--- src/rtl/store_buffer.sv ---
// store_buffer: posted-write FIFO between the mem stage and the data ram, drained in order.
// Define SB_FWD_EN to forward fully covered buffered data to matching loads instead of stalling.
module store_buffer #(
  parameter int ADDR_W = 32,
  parameter int DATA_W = 32,
  parameter int DEPTH  = 4
) (
  input  logic              clk_i,
  input  logic              rst_i,
  input  logic              st_req_i,
  input  logic [ADDR_W-1:0] st_addr_i,
  input  logic [DATA_W-1:0] st_data_i,
  input  logic [3:0]        st_be_i,
  input  logic              ld_req_i,
  input  logic [ADDR_W-1:0] ld_addr_i,
  input  logic [3:0]        ld_be_i,
  output logic              stall_o,
  output logic              fwd_hit_o,
  output logic [DATA_W-1:0] fwd_data_o,
  output logic              ram_we_o,
  output logic [ADDR_W-1:0] ram_addr_o,
  output logic [DATA_W-1:0] ram_data_o,
  output logic [3:0]        ram_be_o,
  input  logic              ram_ack_i,
  output logic              empty_o
);

  localparam int PW = (DEPTH > 1) ? $clog2(DEPTH) : 1;
  localparam int CW = PW + 1;
  localparam int WW = ADDR_W - 2;
  localparam logic [CW-1:0] FULL_CNT = CW'(DEPTH);
  localparam logic [0:0] S_IDLE  = 1'b0;
  localparam logic [0:0] S_WRITE = 1'b1;

  logic [WW-1:0]     r_addr [DEPTH];
  logic [DATA_W-1:0] r_data [DEPTH];
  logic [3:0]        r_be   [DEPTH];
  logic [DEPTH-1:0]  r_valid;
  logic [PW-1:0]     r_wr_ptr;
  logic [PW-1:0]     r_rd_ptr;
  logic [CW-1:0]     r_count;
  logic [0:0]        r_state;
  logic              r_ram_we;
  logic [ADDR_W-1:0] r_ram_addr;
  logic [DATA_W-1:0] r_ram_data;
  logic [3:0]        r_ram_be;
  logic              r_empty;

  logic              w_pop;
  logic              w_push;
  logic              w_full_stall;
  logic              w_ld_stall;
  logic              w_ld_match;
  logic [PW-1:0]     w_idx;
  logic [3:0]        w_sel_be;
  logic [DATA_W-1:0] w_sel_data;
  logic              w_fwd_hit;
  logic [DATA_W-1:0] w_fwd_data;
  logic [CW-1:0]     w_count_nxt;
  logic [0:0]        w_state_nxt;
  logic              w_load_ram;

  assign w_pop        = (r_state == S_WRITE) && ram_ack_i;
  assign w_full_stall = st_req_i && (r_count == FULL_CNT) && !w_pop;
  assign stall_o      = w_full_stall | w_ld_stall;
  assign w_push       = st_req_i && !stall_o;

  // Scan oldest to youngest so the last hit is the youngest matching entry.
  always_comb begin
    w_ld_match = 1'b0;
    w_sel_be   = 4'h0;
    w_sel_data = {DATA_W{1'b0}};
    w_idx      = r_rd_ptr;
    for (int k = 0; k < DEPTH; k++) begin
      w_idx = r_rd_ptr + PW'(k);
      if ((CW'(k) < r_count) && r_valid[w_idx] &&
          (r_addr[w_idx] == ld_addr_i[ADDR_W-1:2])) begin
        w_ld_match = 1'b1;
        w_sel_be   = r_be[w_idx];
        w_sel_data = r_data[w_idx];
      end else begin
        w_ld_match = w_ld_match;
      end
    end
  end

  // Load hazard resolution: forward on full byte coverage, otherwise hold the load.
  always_comb begin
    w_ld_stall = 1'b0;
    w_fwd_hit  = 1'b0;
    w_fwd_data = {DATA_W{1'b0}};
`ifdef SB_FWD_EN
    if (ld_req_i && w_ld_match) begin
      if ((ld_be_i & ~w_sel_be) == 4'h0) begin
        w_fwd_hit  = 1'b1;
        w_fwd_data = w_sel_data;
      end else begin
        w_ld_stall = 1'b1;
      end
    end else begin
      w_ld_stall = 1'b0;
    end
`else
    w_ld_stall = ld_req_i && w_ld_match;
`endif
  end

`ifdef SB_FWD_EN
  logic w_unused;
  assign w_unused = &{1'b0, st_addr_i[1:0], ld_addr_i[1:0]};
`else
  logic w_unused;
  assign w_unused = &{1'b0, st_addr_i[1:0], ld_addr_i[1:0], ld_be_i, w_sel_be, w_sel_data};
`endif

  assign fwd_hit_o  = w_fwd_hit;
  assign fwd_data_o = w_fwd_data;

  // Drain sequencing and occupancy bookkeeping.
  always_comb begin
    w_state_nxt = r_state;
    w_load_ram  = 1'b0;
    case (r_state)
      S_IDLE: begin
        if (r_count != {CW{1'b0}}) begin
          w_state_nxt = S_WRITE;
          w_load_ram  = 1'b1;
        end else begin
          w_state_nxt = S_IDLE;
        end
      end
      S_WRITE: begin
        if (ram_ack_i) begin
          w_state_nxt = S_IDLE;
        end else begin
          w_state_nxt = S_WRITE;
        end
      end
      default: w_state_nxt = S_IDLE;
    endcase
    case ({w_push, w_pop})
      2'b10:   w_count_nxt = r_count + CW'(1'b1);
      2'b01:   w_count_nxt = r_count - CW'(1'b1);
      default: w_count_nxt = r_count;
    endcase
  end

  // Entry payload needs no reset; validity and pointers guard every read.
  always_ff @(posedge clk_i) begin
    if (w_push) begin
      r_addr[r_wr_ptr] <= st_addr_i[ADDR_W-1:2];
      r_data[r_wr_ptr] <= st_data_i;
      r_be[r_wr_ptr]   <= st_be_i;
    end
  end

  // Pop clears before push sets, so a same-slot replace on a full buffer stays valid.
  always_ff @(posedge clk_i or posedge rst_i) begin
    if (rst_i) begin
      r_valid  <= {DEPTH{1'b0}};
      r_wr_ptr <= {PW{1'b0}};
      r_rd_ptr <= {PW{1'b0}};
      r_count  <= {CW{1'b0}};
    end else begin
      if (w_pop) begin
        r_valid[r_rd_ptr] <= 1'b0;
        r_rd_ptr          <= r_rd_ptr + PW'(1'b1);
      end
      if (w_push) begin
        r_valid[r_wr_ptr] <= 1'b1;
        r_wr_ptr          <= r_wr_ptr + PW'(1'b1);
      end
      r_count <= w_count_nxt;
    end
  end

  // Ram-side registers: the head is captured on entering WRITE and held until acked.
  always_ff @(posedge clk_i or posedge rst_i) begin
    if (rst_i) begin
      r_state    <= S_IDLE;
      r_ram_we   <= 1'b0;
      r_ram_addr <= {ADDR_W{1'b0}};
      r_ram_data <= {DATA_W{1'b0}};
      r_ram_be   <= 4'h0;
      r_empty    <= 1'b1;
    end else begin
      r_state  <= w_state_nxt;
      r_ram_we <= (w_state_nxt == S_WRITE);
      r_empty  <= (w_count_nxt == {CW{1'b0}}) && (w_state_nxt == S_IDLE);
      if (w_load_ram) begin
        r_ram_addr <= {r_addr[r_rd_ptr], 2'b00};
        r_ram_data <= r_data[r_rd_ptr];
        r_ram_be   <= r_be[r_rd_ptr];
      end
    end
  end

  assign ram_we_o   = r_ram_we;
  assign ram_addr_o = r_ram_addr;
  assign ram_data_o = r_ram_data;
  assign ram_be_o   = r_ram_be;
  assign empty_o    = r_empty;

endmodule

--- config.mk ---
export PLATFORM = sky130hd
export DESIGN_NAME = store_buffer
export DESIGN_NICKNAME = d
export VERILOG_FILES = /design/src/rtl/store_buffer.sv
export SDC_FILE = /design/constraint.sdc
export NUM_CORES = 1
export LEC_CHECK = 0
export CAP_MARGIN = 25
export CORE_MARGIN = 2
export CORE_UTILIZATION = 51
export CTS_CLUSTER_SIZE = 8
export DETAILED_ROUTE_END_ITERATION = 16
export PLACE_DENSITY = 0.87
export SLEW_MARGIN = 20
export SYNTH_ARGS = -nofsm -noshare
export SYNTH_HDL_FRONTEND = slang
export SYNTH_SLANG_ARGS = --single-unit
--- constraint.sdc ---
create_clock -name clk_i -period 5.53 [get_ports clk_i]
set_clock_uncertainty 0.1 [all_clocks]
set_input_delay 0.553 -clock clk_i [delete_from_list [all_inputs] [get_ports clk_i]]
set_output_delay 0.553 -clock clk_i [all_outputs]
set_load 0.005 [all_outputs]
==> run metrics <==
number of buffers between clock root and the deepest sink 3; floorplan row count 66; clock input transition at the sequential cells of the worst setup and hold paths 50 ps; source-to-sink clock delay at the later pin of the worst-skew pair 550 ps; async set or reset register ratio after synthesis 23.0%; hold violation count in the final report 0; maximum number of pins on one net before global-route repair 112; terminus of the critical flop-to-flop path empty_o; depth of the most critical reg-to-reg path 15; TritonCTS Buffers 48; commonest non-fill, non-tap cell in the layout sky130_fd_sc_hd__edfxtp_1; Critical Path AT 4750 ps; data required time of the critical path 4880 ps; routability congestion estimate from global placement 0.885; die span in y around 190 um; setup repair after global routing missed its margin no; number of synthesized register bits 343; Slew Viols, Final 0; initial DRC count around 840; number of antenna violations at the first check in global routing 5; type of the most critical hold path in -> async; overall overflow remaining after global route 0; number of H-tree levels 2; result of the run complete, no violations; worst reg2reg startpoint r_rd_ptr[1]; Final Net Count roughly 1300; final setup TNS 0 ps; global-route wire length before repair 61200 um; headroom to the max-slew limit a little under two fifths; number of DRC violations after detailed routing 0; placement-stage cell area ~0.019 mm2; cell chosen for the clock root sky130_fd_sc_hd__clkbuf_16; largest area contributor in the netlist sky130_fd_sc_hd__edfxtp_1; share of cells above drive strength 1 24.6%; I/O pin count 213; detailed-route wire length per cell between 20 and 25 um; DRT Wirelength 40000 um; highest ir drop seen on vdd 0.000360 V; ratio of final minimum period to clock period 97.7%; pre-CTS worst setup slack 538 ps; Max Freq 0.185 GHz; Tightest Pin Transition between 900 and 1000 ps; count of input and output buffers between 150 and 200; number of vias per cell after detailed routing 6.07; Post-synth EDFFs ~260; cell area after technology mapping 0.0171 mm2; met2 Usage GRT a little under two fifths; largest incremental delay on the critical path 680 ps; critical path cell sequence buf_4 -> buf_4 -> mux4_2 -> xnor2_1 -> nand4_1 -> nor4_1 -> nand4_1 -> o41ai_4 -> o21ai_0 -> o21ai_0 -> clkdlybuf4s50_1; met1 capacity usage during global routing between 20% and 30%; met3 demand-to-capacity share in global routing under 10%; number of global-route vias before repair 10119; kind of end point of the critical path output port; least setup slack across all paths after layout 128 ps; layout overhead on the synthesized area 19.9%; startpoint type of the worst setup path flop; predominant post-synthesis flop cell sky130_fd_sc_hd__edfxtp_1; kind of cell adding the most delay to the critical path buffers and inverters; Syn Area/Cell between 15 and 20 um2; Yosys Warn Count 0; Final Cell Area slightly above 0.02 mm2; Top Usage Layer GRT met2; GRT Resource Usage Total a little under a quarter; critical setup path kind reg -> out; Power per Cell Area 614 mW/mm2; DR pass1 iterations 5; slowest CP cell sky130_fd_sc_hd__buf_4; WP buf/inv 3; Layout Utilization 62.4%; remaining antenna violation count 0; area of the die between 0.03 and 0.04 mm2; hold-fix buffer count after cts 0; worst slack on hold paths 338 ps; commonest cells after routing, fill and taps aside sky130_fd_sc_hd__edfxtp_1, sky130_fd_sc_hd__clkdlybuf4s50_1, sky130_fd_sc_hd__mux4_2; Filler cells ~2300; setup violation total in the final timing report 0; number of cells on the critical path 11; cell leakage power 7.08 nW; starting density of the core 52.1%; core area 0.0328 mm2; cells after synthesis about 980; worst-case register-to-register setup slack 780 ps; number of maximum-capacitance constraint violations 0; # clock sinks ~340; CTS tree yes; final critical-path required period 5400 ps; count of unique library cells instantiated by Yosys 56; highest net fanout along the worst path 60; leading post-synthesis cells by cell area sky130_fd_sc_hd__edfxtp_1, sky130_fd_sc_hd__mux4_2, sky130_fd_sc_hd__dfrtp_1; total number of vias a little under 10000; HPWL after detailed placement 26100 um; fraction of post-synthesis cell area in the top cell type by area 46.5%; die width 187 um; proportion of synthesized chip area in sequential cells 58.0%
## cell families (layout without fill, tap and decap cells)
| group | after synthesis | in the layout | share of synthesized area (%) |
|---|---|---|---|
| simple gates | 73 | 73 | 2.41 |
| compound gates | 65 | 65 | 2.83 |
| mux | 254 | 254 | 25.8 |
| other cells | 1 | 37 | 0.0220 |
| xor+xnor | 112 | 112 | 5.75 |
| fa+ha+maj | 13 | 13 | 0.953 |
| flops | 343 | 343 | 58.0 |
| buf+inv | 116 | 291 | 4.23 |
## routing by layer
metal  vias to the layer above  routed length [um]  part of all wire (%)
li1                       4192                   -                     -
met4                         2                1130                   2.8
met2                       548               19400                    48
met3                        79                4250                    11
met1                      5077               15200                    38
met5                         -                  11                 0.028
## where the power goes
| part | switching, mW | internal [mW] |
|---|---|---|
| sequential | 0.430 | 3.65 |
| combinational | 2.76 | 3.03 |
| clock | 1.06 | 1.63 |
| total | 4.25 | 8.31 |
## worst max path at each step
| stage | start | endpoint |
|---|---|---|
| 5_1_grt | r_rd_ptr[0] | stall_o |
| 4_1_cts | r_rd_ptr[0] | stall_o |
| 6_report | r_rd_ptr[1] | stall_o |
| 2_1_floorplan | r_rd_ptr[1] | r_addr[2][0] |
| 3_3_place_gp | r_rd_ptr[0] | stall_o |
| 3_5_place_dp | r_rd_ptr[0] | stall_o |
## metrics by stage
stage               total power [mW]  instances
CTS                             12.6       1627
finish                          12.6       1630
global route                    13.2       1628
floorplan                       8.14       1011
global placement                9.71       1539
detailed placement              9.84       1539
## timing repair
item	CTS	global route
gates resized for setup	1	0
setup endpoints to repair	1	1
pin swaps	0	2
endpoints found under the hold margin	0	0
setup buffers	0	1
## area by class of cell
class | count | area [um2] | share of cell area, %
clock buffer | 86 | 1340 | 6.57
sequential | 343 | 9910 | 48.5
clock inverter | 2 | 46.3 | 0.226
antenna | 2 | 5.00 | 0.0245
timing repair buffer | 188 | 1930 | 9.43
inverter | 15 | 57.6 | 0.281
tap | 442 | 553 | 2.70
multi-input combinational | 552 | 6610 | 32.3
## synth_stat cells (15+ instances only)
master / count
sky130_fd_sc_hd__inv_1: 15
sky130_fd_sc_hd__edfxtp_1: 264
sky130_fd_sc_hd__mux4_2: 136
sky130_fd_sc_hd__xnor2_1: 70
sky130_fd_sc_hd__nand2_1: 19
sky130_fd_sc_hd__xor2_1: 42
sky130_fd_sc_hd__mux2_2: 70
sky130_fd_sc_hd__buf_4: 43
sky130_fd_sc_hd__clkbuf_1: 29
sky130_fd_sc_hd__dfrtp_1: 78
sky130_fd_sc_hd__nand4_1: 17
sky130_fd_sc_hd__mux2i_1: 44
## registers in the layout (all words and copies together), names as in the netlist
register    flops
empty_o         1
r_addr        120
r_be           16
r_count         3
r_data        128
r_rd_ptr        2
r_valid         4
r_wr_ptr        2
ram_addr_o     30
ram_be_o        4
ram_data_o     32
ram_we_o        1
Note: power is estimated with default switching activity, not from simulation.
